--- src/rtl/alu_seq_pkg.sv ---
// Shared widths, FSM state type and command payload for the alu command sequencer.
package alu_seq_pkg;

  localparam int unsigned DATA_W          = 8;
  localparam int unsigned OP_W            = 3;
  localparam int unsigned RES_W           = 16;
  localparam int unsigned TAG_W           = 4;
  localparam int unsigned DEPTH_DEF       = 4;
  localparam int unsigned ALU_LATENCY_DEF = 1;

  typedef enum logic [1:0] {
    IDLE,
    ISSUE,
    WAIT,
    RESP
  } seq_state_t;

  typedef struct packed {
    logic [DATA_W-1:0] a;
    logic [DATA_W-1:0] b;
    logic [OP_W-1:0]   op;
    logic [TAG_W-1:0]  tag;
  } alu_cmd_t;

endpackage

--- src/rtl/alu_seq_if.sv ---
// Command, alu-side and response signals of the sequencer, bundled with modports.
interface alu_seq_if;
  import alu_seq_pkg::*;

  logic              cmd_valid;
  logic              cmd_ready;
  logic [DATA_W-1:0] cmd_a;
  logic [DATA_W-1:0] cmd_b;
  logic [OP_W-1:0]   cmd_op;
  logic              data_in;
  logic [DATA_W-1:0] input_a;
  logic [DATA_W-1:0] input_b;
  logic [OP_W-1:0]   operator;
  logic [RES_W-1:0]  result;
  logic              resp_valid;
  logic              resp_ready;
  logic [RES_W-1:0]  resp_result;
  logic [OP_W-1:0]   resp_op;
  logic [TAG_W-1:0]  resp_tag;
  logic              busy;

  // Sequencer side
  modport slave (
    input  cmd_valid, cmd_a, cmd_b, cmd_op, result, resp_ready,
    output cmd_ready, data_in, input_a, input_b, operator,
           resp_valid, resp_result, resp_op, resp_tag, busy
  );

  // Producer/consumer/alu side
  modport master (
    output cmd_valid, cmd_a, cmd_b, cmd_op, result, resp_ready,
    input  cmd_ready, data_in, input_a, input_b, operator,
           resp_valid, resp_result, resp_op, resp_tag, busy
  );

endinterface

--- src/rtl/alu_cmd_fifo.sv ---
// Synchronous command FIFO; head entry is presented combinationally.
module alu_cmd_fifo
  import alu_seq_pkg::*;
#(
  parameter  int unsigned DEPTH = DEPTH_DEF,
  localparam int unsigned CNT_W = $clog2(DEPTH) + 1
) (
  input  logic             clock,
  input  logic             reset,
  input  logic             i_push,
  input  logic             i_pop,
  input  alu_cmd_t         i_data,
  output alu_cmd_t         o_data_c,
  output logic             o_full_c,
  output logic             o_empty_c,
  output logic [CNT_W-1:0] o_count
);

  localparam int unsigned PTR_W = $clog2(DEPTH);

  alu_cmd_t         r_mem [DEPTH];
  logic [PTR_W-1:0] r_wr_ptr;
  logic [PTR_W-1:0] r_rd_ptr;
  logic [CNT_W-1:0] r_count;

  // Pointers wrap naturally because DEPTH is a power of two
  always_ff @(posedge clock) begin
    if (!reset) begin
      r_wr_ptr <= '0;
      r_rd_ptr <= '0;
      r_count  <= '0;
    end else begin
      if (i_push) begin
        r_mem[r_wr_ptr] <= i_data;
        r_wr_ptr        <= r_wr_ptr + PTR_W'(1);
      end
      if (i_pop) begin
        r_rd_ptr <= r_rd_ptr + PTR_W'(1);
      end
      r_count <= r_count + CNT_W'(i_push) - CNT_W'(i_pop);
    end
  end

  assign o_data_c  = r_mem[r_rd_ptr];
  assign o_full_c  = (r_count == CNT_W'(DEPTH));
  assign o_empty_c = (r_count == '0);
  assign o_count   = r_count;

endmodule

--- src/rtl/alu_cmd_sequencer.sv ---
// Queues alu commands, issues one at a time, waits the alu latency and returns tagged results.
module alu_cmd_sequencer
  import alu_seq_pkg::*;
#(
  parameter int unsigned DEPTH       = DEPTH_DEF,
  parameter int unsigned ALU_LATENCY = ALU_LATENCY_DEF
) (
  input logic      clock,
  input logic      reset,
  alu_seq_if.slave bus
);

  localparam int unsigned CNT_W  = $clog2(DEPTH) + 1;
  localparam int unsigned WAIT_W = (ALU_LATENCY > 1) ? $clog2(ALU_LATENCY) : 1;

  seq_state_t        r_state;
  seq_state_t        w_state_next;
  logic              w_push;
  logic              w_pop;
  alu_cmd_t          w_cmd_in;
  alu_cmd_t          w_head;
  logic              w_full;
  logic              w_empty;
  logic [CNT_W-1:0]  w_count;
  logic [CNT_W-1:0]  w_count_next;

  logic              r_cmd_ready;
  logic              r_busy;
  logic              r_data_in;
  logic [DATA_W-1:0] r_input_a;
  logic [DATA_W-1:0] r_input_b;
  logic [OP_W-1:0]   r_operator;
  logic [TAG_W-1:0]  r_tag;
  logic [TAG_W-1:0]  r_tag_cnt;
  logic [WAIT_W-1:0] r_wait_cnt;
  logic              r_resp_valid;
  logic [RES_W-1:0]  r_resp_result;
  logic [OP_W-1:0]   r_resp_op;
  logic [TAG_W-1:0]  r_resp_tag;

  assign w_push       = bus.cmd_valid && r_cmd_ready;
  assign w_cmd_in     = '{a: bus.cmd_a, b: bus.cmd_b, op: bus.cmd_op, tag: r_tag_cnt};
  assign w_count_next = w_count + CNT_W'(w_push) - CNT_W'(w_pop);

  alu_cmd_fifo #(.DEPTH(DEPTH)) u_fifo (
    .clock     (clock),
    .reset     (reset),
    .i_push    (w_push),
    .i_pop     (w_pop),
    .i_data    (w_cmd_in),
    .o_data_c  (w_head),
    .o_full_c  (w_full),
    .o_empty_c (w_empty),
    .o_count   (w_count)
  );

  always_ff @(posedge clock) begin
    if (!reset) r_state <= IDLE;
    else        r_state <= w_state_next;
  end

  // Next state and FIFO pop
  always_comb begin
    w_state_next = r_state;
    w_pop        = 1'b0;
    case (r_state)
      IDLE: begin
        if (!w_empty) begin
          w_pop        = 1'b1;
          w_state_next = ISSUE;
        end
      end
      ISSUE:   w_state_next = WAIT;
      WAIT:    if (r_wait_cnt == '0) w_state_next = RESP;
      RESP:    if (bus.resp_ready) w_state_next = IDLE;
      default: w_state_next = IDLE;
    endcase
  end

  // Registered outputs, in-flight command and response capture
  always_ff @(posedge clock) begin
    if (!reset) begin
      r_cmd_ready   <= 1'b0;
      r_busy        <= 1'b0;
      r_data_in     <= 1'b0;
      r_input_a     <= '0;
      r_input_b     <= '0;
      r_operator    <= '0;
      r_tag         <= '0;
      r_tag_cnt     <= '0;
      r_wait_cnt    <= '0;
      r_resp_valid  <= 1'b0;
      r_resp_result <= '0;
      r_resp_op     <= '0;
      r_resp_tag    <= '0;
    end else begin
      r_cmd_ready  <= (w_count_next != CNT_W'(DEPTH));
      r_busy       <= (w_count_next != '0) || (w_state_next != IDLE);
      r_data_in    <= (w_state_next == ISSUE);
      r_resp_valid <= (w_state_next == RESP);
      if (w_push) begin
        r_tag_cnt <= r_tag_cnt + TAG_W'(1);
      end
      if (w_pop) begin
        r_input_a  <= w_head.a;
        r_input_b  <= w_head.b;
        r_operator <= w_head.op;
        r_tag      <= w_head.tag;
      end
      if (r_state == ISSUE) begin
        r_wait_cnt <= WAIT_W'(ALU_LATENCY - 1);
      end else if ((r_state == WAIT) && (r_wait_cnt != '0)) begin
        r_wait_cnt <= r_wait_cnt - WAIT_W'(1);
      end
      if ((r_state == WAIT) && (r_wait_cnt == '0)) begin
        r_resp_result <= bus.result;
        r_resp_op     <= r_operator;
        r_resp_tag    <= r_tag;
      end
    end
  end

  assign bus.cmd_ready   = r_cmd_ready;
  assign bus.busy        = r_busy;
  assign bus.data_in     = r_data_in;
  assign bus.input_a     = r_input_a;
  assign bus.input_b     = r_input_b;
  assign bus.operator    = r_operator;
  assign bus.resp_valid  = r_resp_valid;
  assign bus.resp_result = r_resp_result;
  assign bus.resp_op     = r_resp_op;
  assign bus.resp_tag    = r_resp_tag;

endmodule
--- src/flat_wrapper.sv ---
// flat-port wrapper written by rule: the top's interface ports become plain ports
module alu_cmd_sequencer_flat import alu_seq_pkg::*;
#(
  parameter int unsigned DEPTH       = DEPTH_DEF,
  parameter int unsigned ALU_LATENCY = ALU_LATENCY_DEF
)
  (clock, reset, bus_cmd_valid, bus_cmd_a, bus_cmd_b, bus_cmd_op, bus_result, bus_resp_ready, bus_cmd_ready, bus_data_in, bus_input_a, bus_input_b, bus_operator, bus_resp_valid, bus_resp_result, bus_resp_op, bus_resp_tag, bus_busy);
  alu_seq_if bus_i ();
  input logic clock;
  input logic reset;
  input wire logic [$bits(bus_i.cmd_valid)-1:0] bus_cmd_valid;
  input wire logic [$bits(bus_i.cmd_a)-1:0] bus_cmd_a;
  input wire logic [$bits(bus_i.cmd_b)-1:0] bus_cmd_b;
  input wire logic [$bits(bus_i.cmd_op)-1:0] bus_cmd_op;
  input wire logic [$bits(bus_i.result)-1:0] bus_result;
  input wire logic [$bits(bus_i.resp_ready)-1:0] bus_resp_ready;
  output wire logic [$bits(bus_i.cmd_ready)-1:0] bus_cmd_ready;
  output wire logic [$bits(bus_i.data_in)-1:0] bus_data_in;
  output wire logic [$bits(bus_i.input_a)-1:0] bus_input_a;
  output wire logic [$bits(bus_i.input_b)-1:0] bus_input_b;
  output wire logic [$bits(bus_i.operator)-1:0] bus_operator;
  output wire logic [$bits(bus_i.resp_valid)-1:0] bus_resp_valid;
  output wire logic [$bits(bus_i.resp_result)-1:0] bus_resp_result;
  output wire logic [$bits(bus_i.resp_op)-1:0] bus_resp_op;
  output wire logic [$bits(bus_i.resp_tag)-1:0] bus_resp_tag;
  output wire logic [$bits(bus_i.busy)-1:0] bus_busy;
  assign bus_i.cmd_valid = bus_cmd_valid;
  assign bus_i.cmd_a = bus_cmd_a;
  assign bus_i.cmd_b = bus_cmd_b;
  assign bus_i.cmd_op = bus_cmd_op;
  assign bus_i.result = bus_result;
  assign bus_i.resp_ready = bus_resp_ready;
  assign bus_cmd_ready = bus_i.cmd_ready;
  assign bus_data_in = bus_i.data_in;
  assign bus_input_a = bus_i.input_a;
  assign bus_input_b = bus_i.input_b;
  assign bus_operator = bus_i.operator;
  assign bus_resp_valid = bus_i.resp_valid;
  assign bus_resp_result = bus_i.resp_result;
  assign bus_resp_op = bus_i.resp_op;
  assign bus_resp_tag = bus_i.resp_tag;
  assign bus_busy = bus_i.busy;
  alu_cmd_sequencer #(.DEPTH(DEPTH), .ALU_LATENCY(ALU_LATENCY)) u_core (.clock(clock), .reset(reset), .bus(bus_i));
endmodule
--- config.mk ---
export PLATFORM = sky130hd
export DESIGN_NAME = alu_cmd_sequencer_flat
export DESIGN_NICKNAME = d
export VERILOG_FILES = /design/src/rtl/alu_seq_pkg.sv /design/src/rtl/alu_seq_if.sv /design/src/rtl/alu_cmd_fifo.sv /design/src/rtl/alu_cmd_sequencer.sv /design/src/flat_wrapper.sv
export SDC_FILE = /design/constraint.sdc
export NUM_CORES = 1
export LEC_CHECK = 0
export BUFFER_PORTS_ARGS = -buffer_cell sky130_fd_sc_hd__buf_2
export CAP_MARGIN = 20
export CORE_ASPECT_RATIO = 0.75
export CORE_MARGIN = 2
export CORE_UTILIZATION = 25
export DETAILED_ROUTE_END_ITERATION = 8
export SYNTH_ARGS = -nofsm -noshare
export SYNTH_HDL_FRONTEND = slang
export SYNTH_SLANG_ARGS = --single-unit
--- constraint.sdc ---
create_clock -name clock -period 2.5 [get_ports clock]
set_input_delay 0.375 -clock clock [delete_from_list [all_inputs] [get_ports clock]]
set_output_delay 0.375 -clock clock [all_outputs]
set_load 0.01 [all_outputs]
==> run metrics, run 1 <==
initial drt markers=209; sequential share of the synthesized area=a little over two thirds; post-layout util=31.6%; CTS clk-pin slew, worst paths=60 ps; critical path launch point type=flip-flop; Layout fillers=2279; Logic pwr share=26.4%; TritonCTS clock tree=yes; Sum Neg Setup Slack=0 ps; die area=24500 sq um; Sw Share=31.4%; Post-Syn Area=5800 sq um; DP HPWL=a little over 8000 um; DRC=0; I/O Pins=between 80 and 90; most frequent cells in the layout=edfxtp_1 (92), buf_2 (84), dfxtp_1 (63), nand2_1 (54), a21oi_1 (53); Max Fclk=445 MHz; leading area contributor after synthesis=edfxtp_1; CTS Buffer Depth=2; Clk pwr share=31.9%; crit end category=flip-flop; share of cells above drive strength 1=30.7%; CP Class=flip-flop to flip-flop; first-pass GRT wire length=19500 um; CP required=approximately 2800 ps; commonest non-fill, non-tap cell in the layout=edfxtp_1; PD cells=1110 nW/um^2; Syn-to-layout area delta=24.6%; slowest cell on the critical path=dfxtp_1; Die W=around 180 um; Power Internal=5.52 mW; Post-Syn Area per Cell=13.9 sq um; GRT Util Overall=a little over a tenth; number of global-route vias before repair=3476; #FFs+latches synth=156; HP Class=input port to flip-flop; Clock Skew=12.1 ps; multi-input logic area=1590 sq um; sequential cell area=4050 sq um; top post-synthesis cells by area=edfxtp_1 (48%), dfxtp_1 (22%), mux4_2 (8.9%); sequential power share=about two fifths; routed wire length=12600 um; CTS sink cnt=156; remaining antenna violation count=0; Syn Nets=466; cells after synthesis=419; Root Driver=clkbuf_16; crit-path max FO=8; status=complete, no violations; Vias=about 3500; crit path DAT=2550 ps; Finish-stage setup viols=0; DR pass1 iterations=4; Synth top area share=47.6%; number of port buffers=84; initial antenna violation count=2; Chip Height=approximately 140 um; setup bufs post-CTS=0; unrepaired setup endpoints after global routing=false; Crit path buffers/inverters=1; Placer Congestion=about 0.7; Final Hold Fails=0; largest net degree at the start of global routing=39; unique cell type count in the Yosys netlist=32; hold_buf cts=0; final worst path period share=between 80% and 90%; Routed WL per cell=around 15 um; VDD IR max=0.000530 V; synth warn=0; peak per-stage delay on the critical path=roughly 460 ps; worst slew pin tran=557 ps; Max-Cap Viols=0; H-Tree Depth=4; clk_lat worst skew=~420 ps; number of diodes=0; Leak=between 2 and 3 nW; row count=48; Layout Nets=approximately 560; Slew HR=62.9%; post-CTS sizing=0; pins over their slew limit=0; CP delay by family, top=adder cells; P_sw=about 2.5 mW; CTS buffer count=17; grt ovf=0; clock period minus worst slack=roughly 2200 ps; CP Cell Sequence=or2_1, nor2_1, ha_1, inv_1, ha_1, fa_1, xnor2_1, xnor2_1, o31a_1; Core Area=22900 sq um; DR vias/cell=4.30; Initial Util=25.4%
[power by group through the flow]
stage	clock (mW)	combinational [mW]	sequential (mW)
after floorplan	0	1.46	3.39
after global placement	0	2.15	3.41
after detailed placement	0	2.16	3.42
after CTS	2.63	2.17	3.37
after global routing	2.72	2.37	3.41
final	2.57	2.13	3.35
[metrics by stage]
step                cell area [sq um]  power [mW]  cells  worst slack [ps]  hold WS [ps]
floorplan                        5810        4.84    419              24.7           428
CTS                              7230        8.17    821               244           146
finish                           7230        8.05    821               255           166
global route                     7230        8.50    821               124           158
global placement                 6630        5.57    789               293           439
detailed placement               6630        5.58    789               265           443
[metal layers]
| layer | track usage [%] | part of all wire [%] |
|---|---|---|
| met2 | 16.6 | 46 |
| met5 | 0 | 0.087 |
| met3 | 4.05 | 5.6 |
| met4 | 2.85 | 0.54 |
| met1 | 13.6 | 48 |
[registers in the layout, summed over array words and instances, names as in the netlist, 2 cells and up]
register	cells
u_core.u_fifo.o_count	3
u_core.r_tag_cnt	4
u_core.bus.resp_op	3
u_core.bus.input_a	8
u_core.u_fifo.r_rd_ptr	2
u_core.bus.resp_tag	4
u_core.u_fifo.r_mem	92
u_core.bus.input_b	8
u_core.r_tag	4
u_core.bus.operator	3
u_core.bus.resp_result	16
u_core.u_fifo.r_wr_ptr	2
u_core.r_state	2
[final timing paths]
check,startpoint,endpoint,slack [ps],cells after the start
min reg2reg,u_core.r_tag[3],u_core.bus.resp_tag[3],450,2
min,bus_cmd_b[6],u_core.u_fifo.r_mem[0][13],170,1
max,u_core.r_state[0],u_core.bus.busy,250,9
max reg2reg,u_core.r_state[0],u_core.bus.busy,250,9
[synth_stat cells]
library cell,instances
nand2b_1,1
ha_1,7
nor2_1,7
nor3b_1,1
nand3_1,27
buf_6,3
a32o_1,1
inv_1,8
fa_1,1
clkbuf_1,17
edfxtp_1,92
or4_1,1
clkinv_1,1
nor3_1,2
or3b_2,1
xnor2_1,4
mux4_2,23
buf_2,6
o21ai_0,26
dfxtp_1,64
and2_1,4
o31ai_1,1
buf_4,2
a21oi_1,53
nor3_2,1
buf_1,1
o31a_1,1
or3_1,2
nand2_1,54
and3_1,5
or2_1,1
xor2_1,1
[final cells by class]
class | count | share of cell area [%]
Clock inverter | 12 | 1.68
Inverter | 9 | 0.467
Timing Repair Buffer | 99 | 8.06
Tap cell | 300 | 5.19
Multi-Input combinational cell | 225 | 22.0
Clock buffer | 20 | 6.61
Sequential cell | 156 | 55.9
[kinds of logic (layout without fill, tap and decap cells)]
family	after synthesis	in the layout	share of synthesized area [%]
AO/OA/AOI/OAI	82	82	7.26
XOR/XNOR	5	5	0.754
adder cells (fa/ha/maj)	8	8	1.85
buffers and inverters	38	140	3.10
flip-flops	156	156	69.7
multiplexers	23	23	8.92
AND/OR/NAND/NOR	107	107	8.43
(Power assumes the default switching activity.)
==> run 2: changes to the inputs <==
--- a/config.mk
+++ b/config.mk
@@ -10,6 +10,7 @@
 export CORE_ASPECT_RATIO = 0.75
 export CORE_MARGIN = 2
 export CORE_UTILIZATION = 25
+export CTS_CLUSTER_DIAMETER = 60
 export DETAILED_ROUTE_END_ITERATION = 8
 export SYNTH_ARGS = -nofsm -noshare
 export SYNTH_HDL_FRONTEND = slang
==> constraint.sdc (replaced) <==
create_clock -name clock -period 2 [get_ports clock]
set_input_delay 0.3 -clock clock [delete_from_list [all_inputs] [get_ports clock]]
set_output_delay 0.3 -clock clock [all_outputs]
set_load 0.01 [all_outputs]
==> run 2 against run 1 <==
The flow now finishes with violations (setup timing); cell count up 2.1%; count of clock-buffer cells in the layout is 1 lower; combinational power up 54%; largest power group unchanged.
==> run metrics, run 2 (synthesis gave the netlist of run 1 again) <==
status=finished with violations; failing checks=setup timing; crit end category=flip-flop; Layout Nets=570; grt ovf=0; CP required=2320 ps; DRC=0; clk_lat worst skew=around 420 ps; CP Class=flip-flop to flip-flop; H-Tree Depth=4; clock period minus worst slack=~2100 ps; CTS buffer count=17; critical path launch point type=flip-flop; HP Class=input port to flip-flop; initial drt markers=about 260; I/O Pins=85; Core Area=22900 sq um; crit-path max FO=3; multi-input logic area=~1700 sq um; pins over their slew limit=0; CTS clk-pin slew, worst paths=70 ps; PnR Total Power=between 10 and 15 mW; final worst path period share=106%; Reg with most FFs=u_core.u_fifo.r_mem; initial antenna violation count=2; Syn-to-layout area delta=27.5%; CTS Buffer Depth=2; Routed WL per cell=15.5 um; crit path DAT=2430 ps; Layout fillers=2251; PD cells=around 1400 nW/um^2; first-pass GRT wire length=19900 um; number of port buffers=between 80 and 90; number of global-route vias before repair=3490; row count=48; DP HPWL=8520 um; share of cells above drive strength 1=a little over a third; commonest non-fill, non-tap cell in the layout=edfxtp_1; Root Driver=clkbuf_16; Finish-stage setup viols=3; dpl cells=801; DR pass1 iterations=4; die area=approximately 24000 sq um; largest net degree at the start of global routing=29; TritonCTS clock tree=yes; remaining antenna violation count=0; Post-Layout Cell Count=between 800 and 900; Max Fclk=about 470 MHz; Max-Cap Viols=0; most frequent cells in the layout=edfxtp_1 (92), buf_2 (84), dfxtp_1 (60), nand2_1 (54), a21oi_1 (52); Final Hold Fails=0; max reg flops=about 90; sequential cell area=4050 sq um; unrepaired setup endpoints after global routing=true; CTS sink cnt=156; Initial Util=25.4%; GRT Util Overall=10.8%; Chip Height=136 um; Placer Congestion=about 0.7; worst slew pin tran=approximately 540 ps; Die W=approximately 180 um; Final WS setup=-117 ps; Slew HR=63.7%; Vias=around 3600; VDD IR max=0.000756 V; routed wire length=13000 um; DR vias/cell=4.32; Leak=between 2 and 3 nW; Clock Skew=9.53 ps
## run 2: cell count changes in the layout (fill, tap and decap cells not counted), moves of 3 or more
cell and delta:
clkinvlp_4 +3, buf_4 +17, dfxtp_1 -3, dfxtp_2 +3
## run 2: routing by layer
layer	part of all wire [%]	wire, um	track usage (%)	vias up
li1	-	-	-	1751
met1	48	6230	14.4	1774
met2	45	5780	16.2	81
met3	6.2	802	3.70	11
met4	1.0	131	3.75	0
met5	0	0	0	-
## run 2: power breakdown
part	switching [mW]	internal (mW)	total, mW
Combinational	1.78	1.49	3.27
Sequential	0.266	3.86	4.13
Clock	1.35	1.94	3.29
Total	3.39	7.29	10.7
## run 2: layout make-up
| cell class | instances | area share (%) |
|---|---|---|
| clock buffer | 19 | 6.12 |
| antenna | 2 | 0.0676 |
| clock inverter | 13 | 2.10 |
| sequential | 156 | 54.7 |
| tap | 300 | 5.07 |
| timing repair buffer | 114 | 9.06 |
| inverter | 9 | 0.456 |
| multi-input combinational | 225 | 22.4 |
## run 2: path summary, 6_finish.rpt
check,from,end,slack (ps),cells past startpoint
worst max-delay path,u_core.u_fifo.o_count[1],u_core.u_fifo.o_count[2],-120,10
worst max register to register,u_core.u_fifo.o_count[1],u_core.u_fifo.o_count[2],-120,10
worst min-delay path,bus_cmd_b[0],u_core.u_fifo.r_mem[0][7],100,1
worst min register to register,u_core.bus.resp_result[1],u_core.bus.resp_result[1],450,2
## run 2: stage by stage
stage | util, % | hold WS, ps | setup TNS (ps) | worst slack (ps) | cell area (sq um)
4_1_cts | 32.1 | 73.1 | -368 | -131 | 7340
2_1_floorplan | - | 399 | -953 | -376 | 5830
6_report | 32.3 | 98.9 | -271 | -117 | 7400
5_1_grt | 32.3 | 80.5 | -518 | -194 | 7400
3_3_place_gp | 29.3 | 439 | -212 | -142 | 6700
3_5_place_dp | 29.3 | 443 | -305 | -182 | 6700
## run 2: critical path: stages (launching register included)
cell and delay, ps:
dfxtp_2 340, nor3_4 230, nor2_4 70, ha_4 260, inv_2 30, ha_4 140
fa_2 350, xnor2_2 150, xnor2_2 150, buf_4 150, and2_4 140
## run 2: what timing repair did
action                                  4_1_cts  5_1_grt
pin swaps                                     4       10
endpoints found under the setup margin        3        3
setup buffers                                 2        1
gates resized for setup                       8        9
hold buffers                                  0        0
cloned                                        0        0
hold endpoints to repair                      0        0
